===== src/rtl/serial_alu_ctrl_pkg.sv =====
// serial_alu_ctrl_pkg: op codes, slice select encodings and FSM states shared by
// the bit-serial ALU sequencer and its decoder.
package serial_alu_ctrl_pkg;

    typedef enum logic [1:0] {
        ST_IDLE = 2'd0,
        ST_RUN  = 2'd1,
        ST_FIX  = 2'd2,
        ST_DONE = 2'd3
    } state_e;

    localparam logic [2:0] OP_AND = 3'b000;
    localparam logic [2:0] OP_OR  = 3'b001;
    localparam logic [2:0] OP_ADD = 3'b010;
    localparam logic [2:0] OP_SUB = 3'b011;
    localparam logic [2:0] OP_SLT = 3'b100;
    localparam logic [2:0] OP_NOR = 3'b101;

    localparam logic [1:0] SEL_AND  = 2'b00;
    localparam logic [1:0] SEL_OR   = 2'b10;
    localparam logic [1:0] SEL_SUM  = 2'b01;
    localparam logic [1:0] SEL_LESS = 2'b11;

    function automatic logic op_illegal(input logic [2:0] op);
        return op[2] & op[1];
    endfunction

endpackage


===== src/rtl/serial_alu_decode.sv =====
// serial_alu_decode: maps latched op and sequencer state to the 1-bit slice controls.
// Controls are all zero outside RUN/FIX; illegal ops fall back to AND.
module serial_alu_decode
    import serial_alu_ctrl_pkg::*;
(
    input  state_e      state,
    input  logic [2:0]  op,
    output logic        ainvert,
    output logic        binvert,
    output logic [1:0]  operation,
    output logic        cin0,
    output logic        op_err,
    output logic        is_arith,
    output logic        is_slt
);

    logic active;
    logic sub_like;

    always_comb begin
        active    = (state == ST_RUN) || (state == ST_FIX);
        sub_like  = (op == OP_SUB) || (op == OP_SLT);
        op_err    = op_illegal(op);
        is_slt    = (op == OP_SLT);
        is_arith  = (op == OP_ADD) || (op == OP_SUB);
        ainvert   = active & (op == OP_NOR);
        binvert   = active & (sub_like || op == OP_NOR);
        cin0      = active & sub_like;
        operation = !active              ? SEL_AND  :
                    (state == ST_FIX)    ? SEL_LESS :
                    (op == OP_OR)        ? SEL_OR   :
                    (is_arith || is_slt) ? SEL_SUM  : SEL_AND;
    end

endmodule


===== src/rtl/serial_alu_ctrl.sv =====
// serial_alu_ctrl: bit-serial sequencer driving a 1-bit ALU slice LSB first,
// holding the ripple carry between cycles and assembling the WIDTH-bit result.
module serial_alu_ctrl
    import serial_alu_ctrl_pkg::*;
#(
    parameter int WIDTH = 8
) (
    input  logic             clk,
    input  logic             rst_n,
    input  logic             start,
    input  logic [2:0]       op,
    input  logic [WIDTH-1:0] a_in,
    input  logic [WIDTH-1:0] b_in,
    output logic             busy,
    output logic             done,
    output logic [WIDTH-1:0] result,
    output logic             zero,
    output logic             carry_out,
    output logic             overflow,
    output logic             op_err,
    output logic             s_a,
    output logic             s_b,
    output logic             s_ainvert,
    output logic             s_binvert,
    output logic             s_cin,
    output logic             s_less,
    output logic [1:0]       s_operation,
    input  logic             s_result,
    input  logic             s_cout
);

    localparam int IW = $clog2(WIDTH);
    localparam logic [IW-1:0] LAST = IW'(WIDTH - 1);

    state_e           state_q, state_d;
    logic [IW-1:0]    idx_q, idx_d;
    logic [WIDTH-1:0] a_q, a_d, b_q, b_d, sh_q, sh_d, result_q, result_d;
    logic [2:0]       op_q, op_d;
    logic             carry_q, carry_d, set_q, set_d;
    logic             zero_q, zero_d, cout_q, cout_d, ovf_q, ovf_d, err_q, err_d;
    logic             busy_q, busy_d, done_q, done_d;
    logic             active, ovf_bit;
    logic             dec_cin0, dec_err, dec_arith, dec_slt;

    serial_alu_decode u_dec (
        .state     (state_q),
        .op        (op_q),
        .ainvert   (s_ainvert),
        .binvert   (s_binvert),
        .operation (s_operation),
        .cin0      (dec_cin0),
        .op_err    (dec_err),
        .is_arith  (dec_arith),
        .is_slt    (dec_slt)
    );

    // idx is parked at 0 in FIX, so bit 0 of the operands drives the slice there.
    assign active  = (state_q == ST_RUN) || (state_q == ST_FIX);
    assign s_a     = active & a_q[idx_q];
    assign s_b     = active & b_q[idx_q];
    assign s_cin   = active & ((idx_q == '0) ? dec_cin0 : carry_q);
    assign s_less  = (state_q == ST_FIX) & set_q;
    assign ovf_bit = s_cin ^ s_cout;

    assign busy      = busy_q;
    assign done      = done_q;
    assign result    = result_q;
    assign zero      = zero_q;
    assign carry_out = cout_q;
    assign overflow  = ovf_q;
    assign op_err    = err_q;

    always_comb begin
        state_d  = state_q;
        idx_d    = idx_q;
        a_d      = a_q;
        b_d      = b_q;
        op_d     = op_q;
        carry_d  = carry_q;
        set_d    = set_q;
        sh_d     = sh_q;
        result_d = result_q;
        zero_d   = zero_q;
        cout_d   = cout_q;
        ovf_d    = ovf_q;
        err_d    = err_q;
        busy_d   = busy_q;
        done_d   = 1'b0;
        case (state_q)
            ST_IDLE: begin
                if (start) begin
                    state_d = ST_RUN;
                    a_d     = a_in;
                    b_d     = b_in;
                    op_d    = op;
                    idx_d   = '0;
                    carry_d = 1'b0;
                    busy_d  = 1'b1;
                end
            end
            ST_RUN: begin
                sh_d[idx_q] = s_result;
                carry_d     = s_cout;
                idx_d       = idx_q + 1'b1;
                if (idx_q == LAST) begin
                    idx_d = '0;
                    set_d = s_result ^ ovf_bit;
                    if (dec_slt) begin
                        state_d = ST_FIX;
                    end else begin
                        state_d  = ST_DONE;
                        busy_d   = 1'b0;
                        done_d   = 1'b1;
                        result_d = dec_err ? '0 : sh_d;
                        zero_d   = (result_d == '0);
                        cout_d   = dec_arith & s_cout;
                        ovf_d    = dec_arith & ovf_bit;
                        err_d    = dec_err;
                    end
                end
            end
            ST_FIX: begin
                state_d  = ST_DONE;
                busy_d   = 1'b0;
                done_d   = 1'b1;
                result_d = {{(WIDTH-1){1'b0}}, s_result};
                zero_d   = !s_result;
                cout_d   = 1'b0;
                ovf_d    = 1'b0;
                err_d    = 1'b0;
            end
            default: state_d = ST_IDLE;
        endcase
    end

    always_ff @(posedge clk) begin
        if (!rst_n) begin
            state_q  <= ST_IDLE;
            idx_q    <= '0;
            a_q      <= '0;
            b_q      <= '0;
            op_q     <= '0;
            carry_q  <= 1'b0;
            set_q    <= 1'b0;
            sh_q     <= '0;
            result_q <= '0;
            zero_q   <= 1'b0;
            cout_q   <= 1'b0;
            ovf_q    <= 1'b0;
            err_q    <= 1'b0;
            busy_q   <= 1'b0;
            done_q   <= 1'b0;
        end else begin
            state_q  <= state_d;
            idx_q    <= idx_d;
            a_q      <= a_d;
            b_q      <= b_d;
            op_q     <= op_d;
            carry_q  <= carry_d;
            set_q    <= set_d;
            sh_q     <= sh_d;
            result_q <= result_d;
            zero_q   <= zero_d;
            cout_q   <= cout_d;
            ovf_q    <= ovf_d;
            err_q    <= err_d;
            busy_q   <= busy_d;
            done_q   <= done_d;
        end
    end

endmodule

===== config.mk =====
export PLATFORM = sky130hd
export DESIGN_NAME = serial_alu_ctrl
export DESIGN_NICKNAME = d
export VERILOG_FILES = /design/src/rtl/serial_alu_ctrl_pkg.sv /design/src/rtl/serial_alu_decode.sv /design/src/rtl/serial_alu_ctrl.sv
export SDC_FILE = /design/constraint.sdc
export NUM_CORES = 1
export LEC_CHECK = 0
export CORE_ASPECT_RATIO = 0.8
export CORE_MARGIN = 8
export CORE_UTILIZATION = 35
export CTS_BUF_LIST = sky130_fd_sc_hd__clkbuf_8
export CTS_CLUSTER_SIZE = 10
export DETAILED_ROUTE_END_ITERATION = 16
export GPL_ROUTABILITY_DRIVEN = 0
export SYNTH_ARGS = -nofsm -noshare
export SYNTH_HDL_FRONTEND = slang
export SYNTH_HIERARCHICAL = 1
export SYNTH_SLANG_ARGS = --single-unit

===== constraint.sdc =====
create_clock -name clk -period 4 [get_ports clk]
set_input_delay 0.4 -clock clk [delete_from_list [all_inputs] [get_ports clk]]
set_output_delay 0.4 -clock clk [all_outputs]
set_load 0.01 [all_outputs]

---- Yosys cells after proc, flatten, opt, wreduce, memory -nomap -nowiden ----
Cells that the tools add are included.
cells by class
  add/sub/neg operators ................... 1
  magnitude comparators ................... 2
  equality and inequality tests ........... 11
  muxes and demuxes ....................... 44
  bitwise operators ....................... 12
  reduce and logical (&&, ||, !) cells .... 19
operators by type and width
  operator                                              count
  2-to-1 mux 8 bit                                      3
  2-to-1 mux 1 bit                                      20
  case mux 8 bit (2 select lines)                       1
  case mux 1 bit (2 select lines)                       6
  bitwise AND 1 bit                                     10
  2-to-1 mux 2 bit                                      5
  equality test 3 bit (second input constant)           3
  bitwise mux 8 bit                                     1
  logical NOT 8 bit                                     1
  AND reduction 2 bit                                   4
  binary-select mux 1 bit (select 3 bit)                2
  equality test 3 x 2 -> 1 bit (second input constant)  2
  2-to-1 mux 3 bit                                      2
  case mux 2 bit (3 select lines)                       1
  case mux 3 bit (2 select lines)                       1
  logical OR 1 bit                                      5
  < comparator 3 x 4 -> 1 bit (second input constant)   1
  inequality test 2 bit (second input constant)         2
  AND reduction 4 bit                                   1
  nonzero test 2 bit                                    2
  adder 3 x 1 -> 3 bit (second input constant)          1
  demux 1 bit (select 3 bit)                            1
  equality test 3 x 1 -> 1 bit (second input constant)  1
  >= comparator 3 x 1 -> 1 bit (second input constant)  1
  11 further kinds                                      12
word-level totals
  flip-flop bits (word level) ............. 48
  bits of input ports ..................... 24
  output and inout port bits .............. 22
  word-level logic and storage cells ...... 104

---- Depth between registers and ports, before layout ----
Gate-level depths: netlist (run 1).
  depth in word-level cells ............... 10
  mapped depth ............................ 8
  gate-level depth less buffers ........... 7

---- Hierarchy ----
The synthesis (run 1) kept the hierarchy.
by module, submodules not included
  module             times used  cells each  area an instance (um2)  sequential area each (um2)
  serial_alu_ctrl    1           288         2369.8                  960.9
  serial_alu_decode  1           16          101.3                   0.0

---- Worst setup path after synthesis (run 1) ----
Ideal clock, no wire load.
  kind .................................... register to output
  from .................................... register idx_q[0]
  to ...................................... output port s_a
  data arrival time ....................... 1.288 ns
  data required time ...................... 3.600 ns
  slack ................................... 2.312 ns
  cell stages (with the launch flop) ...... 8
  path buffers ............................ 2
  cells stage by stage .................... dfxtp_1 -> buf_4 -> buf_2 -> mux2_1 -> nand2_1 -> o22ai_1 -> nor2_1 -> nor2_1
on the way
  longest elaborated chain between the ends .. 3
ends and longest elaborated chain
  what                                    line                    text
  start, declared                         serial_alu_ctrl.sv:36   logic [IW-1:0] idx_q, idx_d;
  start signal, assigned                  serial_alu_ctrl.sv:155  idx_q <= idx_d;
  binary-select mux 1 bit (select 3 bit)  serial_alu_ctrl.sv:59   assign s_a = active & a_q[idx_q];
  2-to-1 mux 1 bit (not written as such)  serial_alu_ctrl.sv:59
  bitwise AND 1 bit                       serial_alu_ctrl.sv:59
  end, declared                           serial_alu_ctrl.sv:21   output logic s_a,
No other way between the ends. The select of a mux whose other input is x is not followed.

---- Worst setup path after layout (run 1) ----
  from .................................... register idx_q[0]
  to ...................................... output port s_cin
on the way
  longest elaborated chain between the ends .. 3
ends and longest elaborated chain
  what               line                   text
  logical NOT 3 bit  serial_alu_ctrl.sv:61  assign s_cin = active & ((idx_q == '0) ? dec_cin0 : carry_q);
  2-to-1 mux 1 bit   serial_alu_ctrl.sv:61
  bitwise AND 1 bit  serial_alu_ctrl.sv:61
  end, declared      serial_alu_ctrl.sv:25  output logic s_cin,
No other way between the ends.

==> implementation parameters, run 1 <==
Parameter                              Value

Run status
  Result of the run    complete, no violations

Timing
  Worst rel slew slack    46.03%
  Highest clock rate    333.5 MHz
  Final-layout setup total negative slack    0 ns
  Total count of max-transition violations in the final report    0
  Unrepaired setup endpoints after global routing    false
  Final period util    74.97%
  Final worst path period need    2.999 ns
  Endpoints failing hold    0
  Worst Skew    0.01511 ns
  Count of endpoints failing setup in the final report    0
  Slew @ Worst Pin    0.8085 ns

Flow run
  Max-cap violations    0

Yosys
  Primary flip-flop cell chosen by synthesis mapping    sky130_fd_sc_hd__dfxtp_1
  Dominant cell type by area after synthesis    sky130_fd_sc_hd__dfxtp_1
  Count of mapped cells out of synthesis    304
  Mean Syn Cell Area    8.129 um^2
  Area share of the leading cell type in the synthesized netlist    38.89%
  Synthesis-stage register bit count    48
  Sequential share of the synthesized area    38.89%
  Count of unique library cells instantiated by Yosys    49
  Post-synth ARST share    0%
  Mapped Area    2471 um^2
  Net Count, Synth    336
  Yosys warnings    6
  Number of enable flip-flop cells after synthesis    0
  Ranking of synthesized cells by instance count    sky130_fd_sc_hd__dfxtp_1, sky130_fd_sc_hd__nand2_1, sky130_fd_sc_hd__nor2_1
  Biggest area contributors in the synthesized netlist    sky130_fd_sc_hd__dfxtp_1, sky130_fd_sc_hd__nand2_1, sky130_fd_sc_hd__a21oi_1

Worst setup path
  Worst reg-to-reg path cell count    7
  Crit path cell chain    inv_2 > ha_1 > nor2b_1 > mux2i_1 > nor2_1 > clkdlybuf4s50_1
  Worst Path Buf+Inv    2
  Data arrival, critical path    2.60 ns
  Slowest cell delay on critical path    0.86 ns
  Critical-path top delay cell    sky130_fd_sc_hd__dfxtp_1
  Category of the most critical setup path    flip-flop to primary output
  Crit Path Max Fanout    19
  Req. time, crit path    3.60 ns
  Kind of start point of the critical path    flip-flop
  Endpoint class of the critical path    primary output
  Gate family responsible for the most delay along the worst path    flip-flops
  Levels on crit path    6

Placement
  Post-detailed-placement cell area    2933 um^2
  Hpwl dp    4223 um
  Number of buffers added on ports    45

GRT
  Antenna violations before repair    0
  Pin count of the biggest net entering global routing    47
  Vias in the first global route    1978
  First-pass GRT wire length    9397 um
  Aggregate global routing overflow    0
  Global Route Usage Sum    11.31%

Clock tree
  # H-tree levels    2
  CTS-repair resized insts    0
  Number of clock sinks    48
  Clk Latency, worst-skew pair    0.30 ns
  CTS tree    yes
  Number of hold buffers added after cts    0
  Number of buffers created by CTS    5
  Post-CTS setup-driven buffer insertion count    0
  Clock transition at the registers of the reported paths    0.09 ns
  Number of buffers on the longest clock path    2
  Master cell of the clock root buffer    sky130_fd_sc_hd__clkbuf_8

Final layout
  Final design area excluding fillers    3059 um^2
  Share of final-layout standard cells stronger than drive strength 1    5.935%
  Growth of design area from synthesis to finish    23.80%
  Count of nets after finishing    368
  Number of antenna diodes    0

Detailed routing
  Total wirelength of the detailed-routed design    5773 um
  1st-iter DRT viols    72
  Residual DRC    0
  DR vias    2130
  Routed length per placed instance    13.62 um
  Via-to-Cell Ratio    5.024
  Post-detailed-route count of antenna-violating nets    0
  Pre-antenna DRT Iters    4

Die
  I/O Pins    46
  Total number of placement rows    27
  Die area    10020 um^2
  Initial core utilization    36.03%
  Die Y-Extent    91.16 um
  Horizontal extent of the die    109.9 um
  Core area    6858 um^2

Min path
  Worst hold path type    flip-flop to flip-flop
  Count of cells along the worst hold path    2

Pwr
  Ratio of total power to cell area    531.1 nW/um^2
  Leakage power summed over all cells    1.138 nW
  Worst vdd ir    156.9 uV
-- cells by family (layout without fill, tap and decap cells) --
logic type / after synthesis / in the layout / synth area share (%)
xor gates and xnor gates: 1 / 1 / 0.3545
AOI/OAI and AO/OA: 71 / 71 / 18.99
muxes: 17 / 17 / 7.949
adders and majority gates: 8 / 8 / 4.051
and+or+nand+nor: 127 / 127 / 24.00
DFF: 48 / 48 / 38.89
buffers and inverters: 32 / 65 / 5.772
-- final timing paths --
path	startpoint	end	slack, ns
min	a_q[2]$_SDFFE_PN0P_	a_q[2]$_SDFFE_PN0P_	0.46
max reg2reg	idx_q[0]$_SDFFE_PN0P_	result[4]$_SDFFE_PN0P_	1.55
min reg2reg	a_q[2]$_SDFFE_PN0P_	a_q[2]$_SDFFE_PN0P_	0.46
max	idx_q[0]$_SDFFE_PN0P_	s_cin	1.00
-- sequential cells by signal (all words and copies together) (netlist names), 2 cells and up --
register,count
a_q,8
b_q,8
idx_q,3
op_q,3
result,8
sh_q,8
state_q,2
-- cell usage in the layout (no fill, tap or decap), types with 6 or more instances in the layout --
| master | n |
|---|---|
| sky130_fd_sc_hd__nor2_1 | 40 |
| sky130_fd_sc_hd__and2_1 | 6 |
| sky130_fd_sc_hd__dfxtp_1 | 48 |
| sky130_fd_sc_hd__clkbuf_8 | 7 |
| sky130_fd_sc_hd__nand2b_1 | 6 |
| sky130_fd_sc_hd__inv_1 | 9 |
| sky130_fd_sc_hd__ha_1 | 8 |
| sky130_fd_sc_hd__a211oi_1 | 7 |
| sky130_fd_sc_hd__mux2i_1 | 14 |
| sky130_fd_sc_hd__nand3_1 | 8 |
| sky130_fd_sc_hd__nand2_1 | 48 |
| sky130_fd_sc_hd__clkdlybuf4s50_1 | 45 |
| sky130_fd_sc_hd__a21oi_1 | 31 |
| sky130_fd_sc_hd__a2bb2oi_1 | 7 |
-- area by class of cell --
| class | instances | area, um^2 |
|---|---|---|
| Fill cell | 703 | 3799 |
| Multi-Input combinational cell | 224 | 1368 |
| Sequential cell | 48 | 960.9 |
| Timing Repair Buffer | 45 | 450.4 |
| Tap cell | 87 | 108.9 |
| Clock buffer | 7 | 96.34 |
| Inverter | 12 | 45.04 |
| Clock inverter | 1 | 30.03 |
-- power by group --
part / switching (mW) / leakage, nW / total, mW / internal (mW)
clock: 0.161 / 0.0645 / 0.381 / 0.221
combinational: 0.341 / 0.682 / 0.604 / 0.263
sequential: 0.0803 / 0.391 / 0.639 / 0.559
total: 0.582 / 1.14 / 1.62 / 1.04
-- per-layer routing --
| layer | GRT usage, % | wire length [um] | up-vias |
|---|---|---|---|
| met4 | 2.694 | 39 | 0 |
| met2 | 17.85 | 2657 | 25 |
| met3 | 2.684 | 235 | 5 |
| li1 | - | - | 1113 |
| met1 | 15.06 | 2840 | 987 |
| met5 | 0 | 0 | - |
-- per-stage QoR --
| step | cells | power (mW) | util, % | setup WS, ns | hold slack [ns] |
|---|---|---|---|---|---|
| global route | 424 | 1.744 | 44.61 | 0.7597 | 0.4806 |
| detailed placement | 416 | 1.263 | 42.77 | 1.319 | 0.4467 |
| CTS | 424 | 1.647 | 44.61 | 0.9651 | 0.4599 |
| finish | 424 | 1.625 | 44.61 | 1.001 | 0.4575 |
| global placement | 416 | 1.248 | 42.77 | 1.375 | 0.4465 |
| floorplan | 304 | 1.093 | - | 2.312 | 0.4321 |
-- worst reg2reg max path: stages, from the launching register on --
cell and delay [ns]:
sky130_fd_sc_hd__dfxtp_1 0.86, sky130_fd_sc_hd__ha_1 0.27, sky130_fd_sc_hd__ha_1 0.22, sky130_fd_sc_hd__nand2_1 0.17, sky130_fd_sc_hd__nor3_2 0.31, sky130_fd_sc_hd__nand2b_1 0.25, sky130_fd_sc_hd__a2bb2oi_1 0.19, sky130_fd_sc_hd__nor2_1 0.11
(Power assumes the default switching activity.)
==> run 2: changes to the inputs <==
- clock period: 4 -> 2.4 ns (I/O delays scaled with it)
==> run 2 against run 1 <==
- clock skew down 0.0064 ns
- cell area up 2.5%
- critical endpoint is now s_b
- register-to-register slack worse by 1.1 ns
- setup slack worse by 0.86 ns
- worst hold slack better by 0.0027 ns
- routed wire length up 1.4%
- non-clock buffer count up 10
- utilization up 1.1 points
- total power up 68%
- global-route usage up 0.41 points
- final cell count up 2.4%
- count of clock-buffer cells in the layout down 2
==> implementation parameters, run 2 (synthesis results as in run 1) <==
Parameter                              Value

Final layout
  Growth of design area from synthesis to finish    26.84%
  Commonest cells after routing, fill and taps aside    sky130_fd_sc_hd__nand2_1, sky130_fd_sc_hd__dfxtp_1, sky130_fd_sc_hd__clkdlybuf4s50_1, sky130_fd_sc_hd__nor2_1, sky130_fd_sc_hd__a21oi_1
  Number of antenna diodes    0 (unchanged)
  Count of nets after finishing    378 (+2.7%)
  Final design area excluding fillers    3134 um^2 (+2.5%)
  Most common cell after layout, fill and taps aside    sky130_fd_sc_hd__nand2_1
  Share of final-layout standard cells stronger than drive strength 1    9.510% (+3.6 points)
  Fill cell instance count of the final layout    704 (+0.14%)

GRT
  Vias in the first global route    2011 (+1.7%)
  Global Route Usage Sum    11.72% (+0.41 points)
  Antenna violations before repair    0 (unchanged)
  Pin count of the biggest net entering global routing    46 (-2.1%)
  Aggregate global routing overflow    0 (unchanged)
  First-pass GRT wire length    9763 um (+3.9%)

Timing
  Slew @ Worst Pin    0.6265 ns (-0.1819 ns)
  Total count of max-transition violations in the final report    0 (unchanged)
  Endpoints failing hold    0 (unchanged)
  Worst Skew    0.008698 ns (-0.006415 ns)
  Final worst path period need    2.254 ns
  Final period util    93.93%
  Highest clock rate    443.6 MHz
  Hold slack final    0.4602 ns (+0.002670 ns)
  Worst rel slew slack    58.23% (+12 points)
  Unrepaired setup endpoints after global routing    false
  Count of endpoints failing setup in the final report    0 (unchanged)
  Final-layout setup total negative slack    0 ns (unchanged)

Detailed routing
  Pre-antenna DRT Iters    4 (unchanged)
  1st-iter DRT viols    110 (+53%)
  Post-detailed-route count of antenna-violating nets    0 (unchanged)
  DR vias    2189 (+2.8%)
  Routed length per placed instance    13.49 um (-0.90%)
  Via-to-Cell Ratio    5.044 (+0.40%)
  Total wirelength of the detailed-routed design    5856 um (+1.4%)
  Residual DRC    0 (unchanged)

Placement
  Number of buffers added on ports    45 (unchanged)
  Hpwl dp    4314 um (+2.2%)
  Post-detailed-placement cell area    3008 um^2 (+2.6%)

Die
  Die area    10020 um^2 (unchanged)
  Total number of placement rows    27 (unchanged)
  Core area    6858 um^2 (unchanged)
  I/O Pins    46 (unchanged)
  Initial core utilization    36.03% (unchanged)
  Horizontal extent of the die    109.9 um (unchanged)
  Die Y-Extent    91.16 um (unchanged)

Clock tree
  Number of clock sinks    48 (unchanged)
  CTS tree    yes
  Post-CTS setup-driven buffer insertion count    0 (unchanged)
  # H-tree levels    2 (unchanged)
  Number of buffers created by CTS    5 (unchanged)
  Number of buffers on the longest clock path    2 (unchanged)
  Master cell of the clock root buffer    sky130_fd_sc_hd__clkbuf_8
  Clk Latency, worst-skew pair    0.30 ns (about the same)
  Clock transition at the registers of the reported paths    0.10 ns (about the same)
  Number of hold buffers added after cts    0 (unchanged)

Worst setup path
  Kind of start point of the critical path    flip-flop
  Crit Path Max Fanout    8 (-11)
  Endpoint class of the critical path    primary output
  Category of the most critical setup path    flip-flop to primary output
  Req. time, crit path    2.16 ns (-1.44 ns)
  Data arrival, critical path    2.01 ns (-0.59 ns)

Pwr
  Ratio of total power to cell area    870.6 nW/um^2 (+64%)
  Worst vdd ir    321.8 uV (+110%)
  Tot Pwr    2.729 mW (+68%)
  Leakage power summed over all cells    1.203 nW (+5.7%)

Flow run
  Max-cap violations    0 (unchanged)

Run status
  Result of the run    complete, no violations

Min path
  Worst hold path type    flip-flop to flip-flop
[run 2: worst paths after layout]
check                        startpoint                   to  slack, ns  depth (start not counted)
setup / recovery  idx_q[0]$_SDFFE_PN0P_                  s_b       0.15                          5
hold / removal      b_q[2]$_SDFFE_PN0P_  b_q[2]$_SDFFE_PN0P_       0.46                          2
setup reg to reg  idx_q[0]$_SDFFE_PN0P_    zero$_SDFFE_PN0P_       0.42                          8
hold reg to reg     b_q[2]$_SDFFE_PN0P_  b_q[2]$_SDFFE_PN0P_       0.46                          2
[run 2: through the flow]
stage	setup slack, ns	std cells	utilization (%)
2_1_floorplan	0.7382	304	-
3_3_place_gp	0.3317	426	43.86
3_5_place_dp	0.2710	426	43.86
4_1_cts	0.003144	434	45.63
5_1_grt	0.02542	434	45.70
6_report	0.1457	434	45.70
[run 2: worst max-delay path, stage by stage (launching register included)]
cell                              delay (ns)
sky130_fd_sc_hd__dfxtp_4                0.40
sky130_fd_sc_hd__buf_4                  0.15
sky130_fd_sc_hd__mux4_2                 0.48
sky130_fd_sc_hd__mux2i_1                0.14
sky130_fd_sc_hd__nor2_1                 0.05
sky130_fd_sc_hd__clkdlybuf4s50_1        0.49
[run 2: area by class of cell]
cell class / instances / area [um^2] / share of cell area (%)
Multi-Input combinational cell: 224 / 1370 / 43.71
Sequential cell: 48 / 965.9 / 30.82
Timing Repair Buffer: 55 / 528.0 / 16.85
Tap cell: 87 / 108.9 / 3.473
Clock buffer: 5 / 68.82 / 2.196
Clock inverter: 3 / 47.55 / 1.517
Inverter: 12 / 45.04 / 1.437
[run 2: what timing repair did]
item | 4_1_cts | 5_1_grt
resized for setup | 3 | 2
endpoints found under the setup margin | 2 | 2
endpoints found under the hold margin | 0 | 0
[run 2: where the power goes]
| part | internal [mW] | total, mW | leakage (nW) | switching (mW) |
|---|---|---|---|---|
| clock | 0.314 | 0.606 | 0.0583 | 0.292 |
| sequential | 0.935 | 1.04 | 0.392 | 0.106 |
| combinational | 0.470 | 1.08 | 0.752 | 0.612 |
| total | 1.72 | 2.73 | 1.20 | 1.01 |
[run 2: layer usage]
| layer | wire, um | up-vias | track usage [%] |
|---|---|---|---|
| met5 | 0 | - | 0 |
| met4 | 41 | 0 | 2.694 |
| met3 | 333 | 5 | 3.178 |
| met2 | 2594 | 43 | 17.45 |
| met1 | 2887 | 1008 | 16.30 |
| li1 | - | 1133 | - |
==> run 3: changes to the inputs <==
- RECOVER_POWER: unset -> 100
- clock period: 2.4 -> 1.85 ns (I/O delays scaled with it)
==> run 3 against run 2 <==
- combinational power is 44% higher
- first-iteration DRC count is 37% lower
- routed wire length is 3.9% higher
- via count up 2.8%
- count of clock-buffer cells in the layout is the same
==> implementation parameters, run 3 (synthesis results as in run 1) <==
Parameter                              Value

Run status
  Result of the run    complete, no violations

Timing
  Unrepaired setup endpoints after global routing    true
  Final period util    97.98%
  Final worst path period need    1.813 ns
  Worst Skew    0.008078 ns (-0.0006203 ns)
  Endpoints failing hold    0 (unchanged)
  Slew @ Worst Pin    0.4884 ns (-0.1381 ns)
  Worst rel slew slack    67.44% (+9.2 points)
  Highest clock rate    551.7 MHz
  Total count of max-transition violations in the final report    0 (unchanged)
  Count of endpoints failing setup in the final report    0 (unchanged)

Min path
  Worst hold path type    input pin to flip-flop
  Count of cells along the worst hold path    3 (+1)

Die
  Die Y-Extent    91.16 um (unchanged)
  Core area    6858 um^2 (unchanged)
  Total number of placement rows    27 (unchanged)
  Horizontal extent of the die    109.9 um (unchanged)
  Die area    10020 um^2 (unchanged)
  I/O Pins    46 (unchanged)
  Initial core utilization    36.03% (unchanged)

Final layout
  Commonest cells after routing, fill and taps aside    sky130_fd_sc_hd__nand2_1, sky130_fd_sc_hd__dfxtp_1, sky130_fd_sc_hd__nor2_1, sky130_fd_sc_hd__a21oi_1, sky130_fd_sc_hd__buf_4
  Share of final-layout standard cells stronger than drive strength 1    16.17% (+6.7 points)
  Fill cell instance count of the final layout    716 (+1.7%)
  Most common cell after layout, fill and taps aside    sky130_fd_sc_hd__nand2_1
  Layout Utilization    48.00% (+2.3 points)
  Count of nets after finishing    402 (+6.3%)
  Growth of design area from synthesis to finish    33.22%
  Number of antenna diodes    0 (unchanged)

Detailed routing
  Via-to-Cell Ratio    4.915 (-2.6%)
  Total wirelength of the detailed-routed design    6084 um (+3.9%)
  Pre-antenna DRT Iters    4 (unchanged)
  DR vias    2251 (+2.8%)
  1st-iter DRT viols    69 (-37%)
  Residual DRC    0 (unchanged)
  Post-detailed-route count of antenna-violating nets    0 (unchanged)
  Routed length per placed instance    13.28 um (-1.6%)

Pwr
  Ratio of total power to cell area    1111 nW/um^2 (+28%)
  Leakage power summed over all cells    1.351 nW (+12%)
  Combinational share of power    42.7% (+3.1 points)
  Tot Pwr    3.657 mW (+34%)
  Power dissipated by switching net loads    1.355 mW (+34%)
  Clock network power share    21.2% (-1.0 points)
  Worst vdd ir    342.8 uV (+6.6%)
  Net Sw Frac    37.04% (about the same)
  Cell Int Power    2.302 mW (+34%)
  Relative contribution of sequential cells to total power    36.1% (-2.1 points)

Clock tree
  Clk Latency, worst-skew pair    0.30 ns (about the same)
  # H-tree levels    2 (unchanged)
  Number of hold buffers added after cts    0 (unchanged)
  Number of clock sinks    48 (unchanged)
  Master cell of the clock root buffer    sky130_fd_sc_hd__clkbuf_8
  Number of buffers created by CTS    5 (unchanged)
  Number of buffers on the longest clock path    2 (unchanged)
  Clock transition at the registers of the reported paths    0.10 ns (about the same)
  CTS tree    yes

Worst setup path
  Req. time, crit path    1.66 ns (-0.50 ns)
  Worst reg-to-reg path cell count    8 (unchanged)
  Slowest cell delay on critical path    0.49 ns (about the same)
  Data arrival, critical path    1.63 ns (-0.38 ns)
  Worst Path Buf+Inv    2 (unchanged)
  Crit Path Max Fanout    5 (-3)
  Critical-path top delay cell    sky130_fd_sc_hd__mux4_2
  Category of the most critical setup path    flip-flop to primary output
  Levels on crit path    5 (unchanged)
  Endpoint class of the critical path    primary output
  Kind of start point of the critical path    flip-flop
  Crit path cell chain    buf_6 > mux4_2 > mux2i_1 > nor2_1 > buf_2
  Gate family responsible for the most delay along the worst path    multiplexers

GRT
  Vias in the first global route    2132 (+6.0%)
  Aggregate global routing overflow    0 (unchanged)
  First-pass GRT wire length    10140 um (+3.8%)
  Global Route Usage Sum    12.24% (+0.52 points)
  Pin count of the biggest net entering global routing    46 (unchanged)
  Antenna violations before repair    0 (unchanged)

Placement
  Hpwl dp    4613 um (+6.9%)
  Number of buffers added on ports    45 (unchanged)

Flow run
  Max-cap violations    0 (unchanged)
==> run 3: cell types whose count changed in the layout (fill, tap and decap cells not counted), moves of 2 or more <==
cell                              previous run  this run
sky130_fd_sc_hd__nor3b_1                     3         1
sky130_fd_sc_hd__buf_4                      10        24
sky130_fd_sc_hd__clkdlybuf4s15_1             0         2
sky130_fd_sc_hd__clkbuf_1                    0         5
sky130_fd_sc_hd__nor3b_2                     0         2
sky130_fd_sc_hd__clkbuf_2                    0         2
sky130_fd_sc_hd__dlygate4sd3_1               0        14
sky130_fd_sc_hd__buf_2                       0         5
sky130_fd_sc_hd__clkbuf_4                    0         2
sky130_fd_sc_hd__clkdlybuf4s50_1            44        23
==> run 3: timing repair <==
item                       4_1_cts  5_1_grt
resized for setup               22       15
buffers inserted                 3        0
pin swaps                        0        1
setup endpoints to repair        8       15
==> run 3: metrics by stage <==
step	setup TNS [ns]	cell area [um^2]	instances	setup WS, ns	hold slack [ns]
floorplan	0	2471	304	0.1882	0.3210
detailed placement	-0.05955	3166	447	-0.05955	0.4523
global placement	-0.02016	3166	447	-0.02016	0.4458
CTS	0	3314	458	0.002240	0.4100
global route	-0.2639	3292	458	-0.07129	0.4122
finish	0	3292	458	0.03744	0.4173
==> run 3: path summary, 6_finish.rpt <==
path,from,end,slack [ns]
worst min-delay path,b_in[2],b_q[2]$_SDFFE_PN0P_,0.42
worst max-delay path,idx_q[0]$_SDFFE_PN0P_,s_b,0.04
worst min register to register,a_q[7]$_SDFFE_PN0P_,a_q[7]$_SDFFE_PN0P_,0.46
worst max register to register,op_q[0]$_SDFFE_PN0P_,op_err$_SDFFE_PN0P_,0.06
==> run 3: worst register-to-register path, stage by stage, from the launching register on <==
cell and delay [ns]:
sky130_fd_sc_hd__dfxtp_1 0.31, sky130_fd_sc_hd__or3b_1 0.40, sky130_fd_sc_hd__clkbuf_4 0.16, sky130_fd_sc_hd__inv_1 0.08
sky130_fd_sc_hd__and3b_1 0.20, sky130_fd_sc_hd__a21oi_2 0.18, sky130_fd_sc_hd__buf_2 0.24, sky130_fd_sc_hd__a22oi_1 0.09
sky130_fd_sc_hd__nor2_1 0.08
==> run 3: final cells by class <==
class	count	area, um^2	share of cell area (%)
Multi-Input combinational cell	224	1395	42.38
Sequential cell	48	963.4	29.27
Clock inverter	3	47.55	1.444
Tap cell	87	108.9	3.307
Clock buffer	5	68.82	2.090
Inverter	12	45.04	1.368
Timing Repair Buffer	79	663.1	20.14
==> run 3: layer usage <==
| metal | routed length (um) | GRT usage (%) |
|---|---|---|
| met5 | 0 | 0 |
| met4 | 14 | 2.020 |
| met3 | 266 | 3.814 |
| met2 | 2795 | 18.74 |
| met1 | 3007 | 16.57 |
==> run 3: power by group through the flow <==
stage / logic, mW / clock network, mW / registers, mW
4_1_cts: 1.62 / 0.798 / 1.32
3_5_place_dp: 1.58 / 0 / 1.34
5_1_grt: 1.73 / 0.861 / 1.34
6_report: 1.56 / 0.775 / 1.32
2_1_floorplan: 1.03 / 0 / 1.33
3_3_place_gp: 1.56 / 0 / 1.34
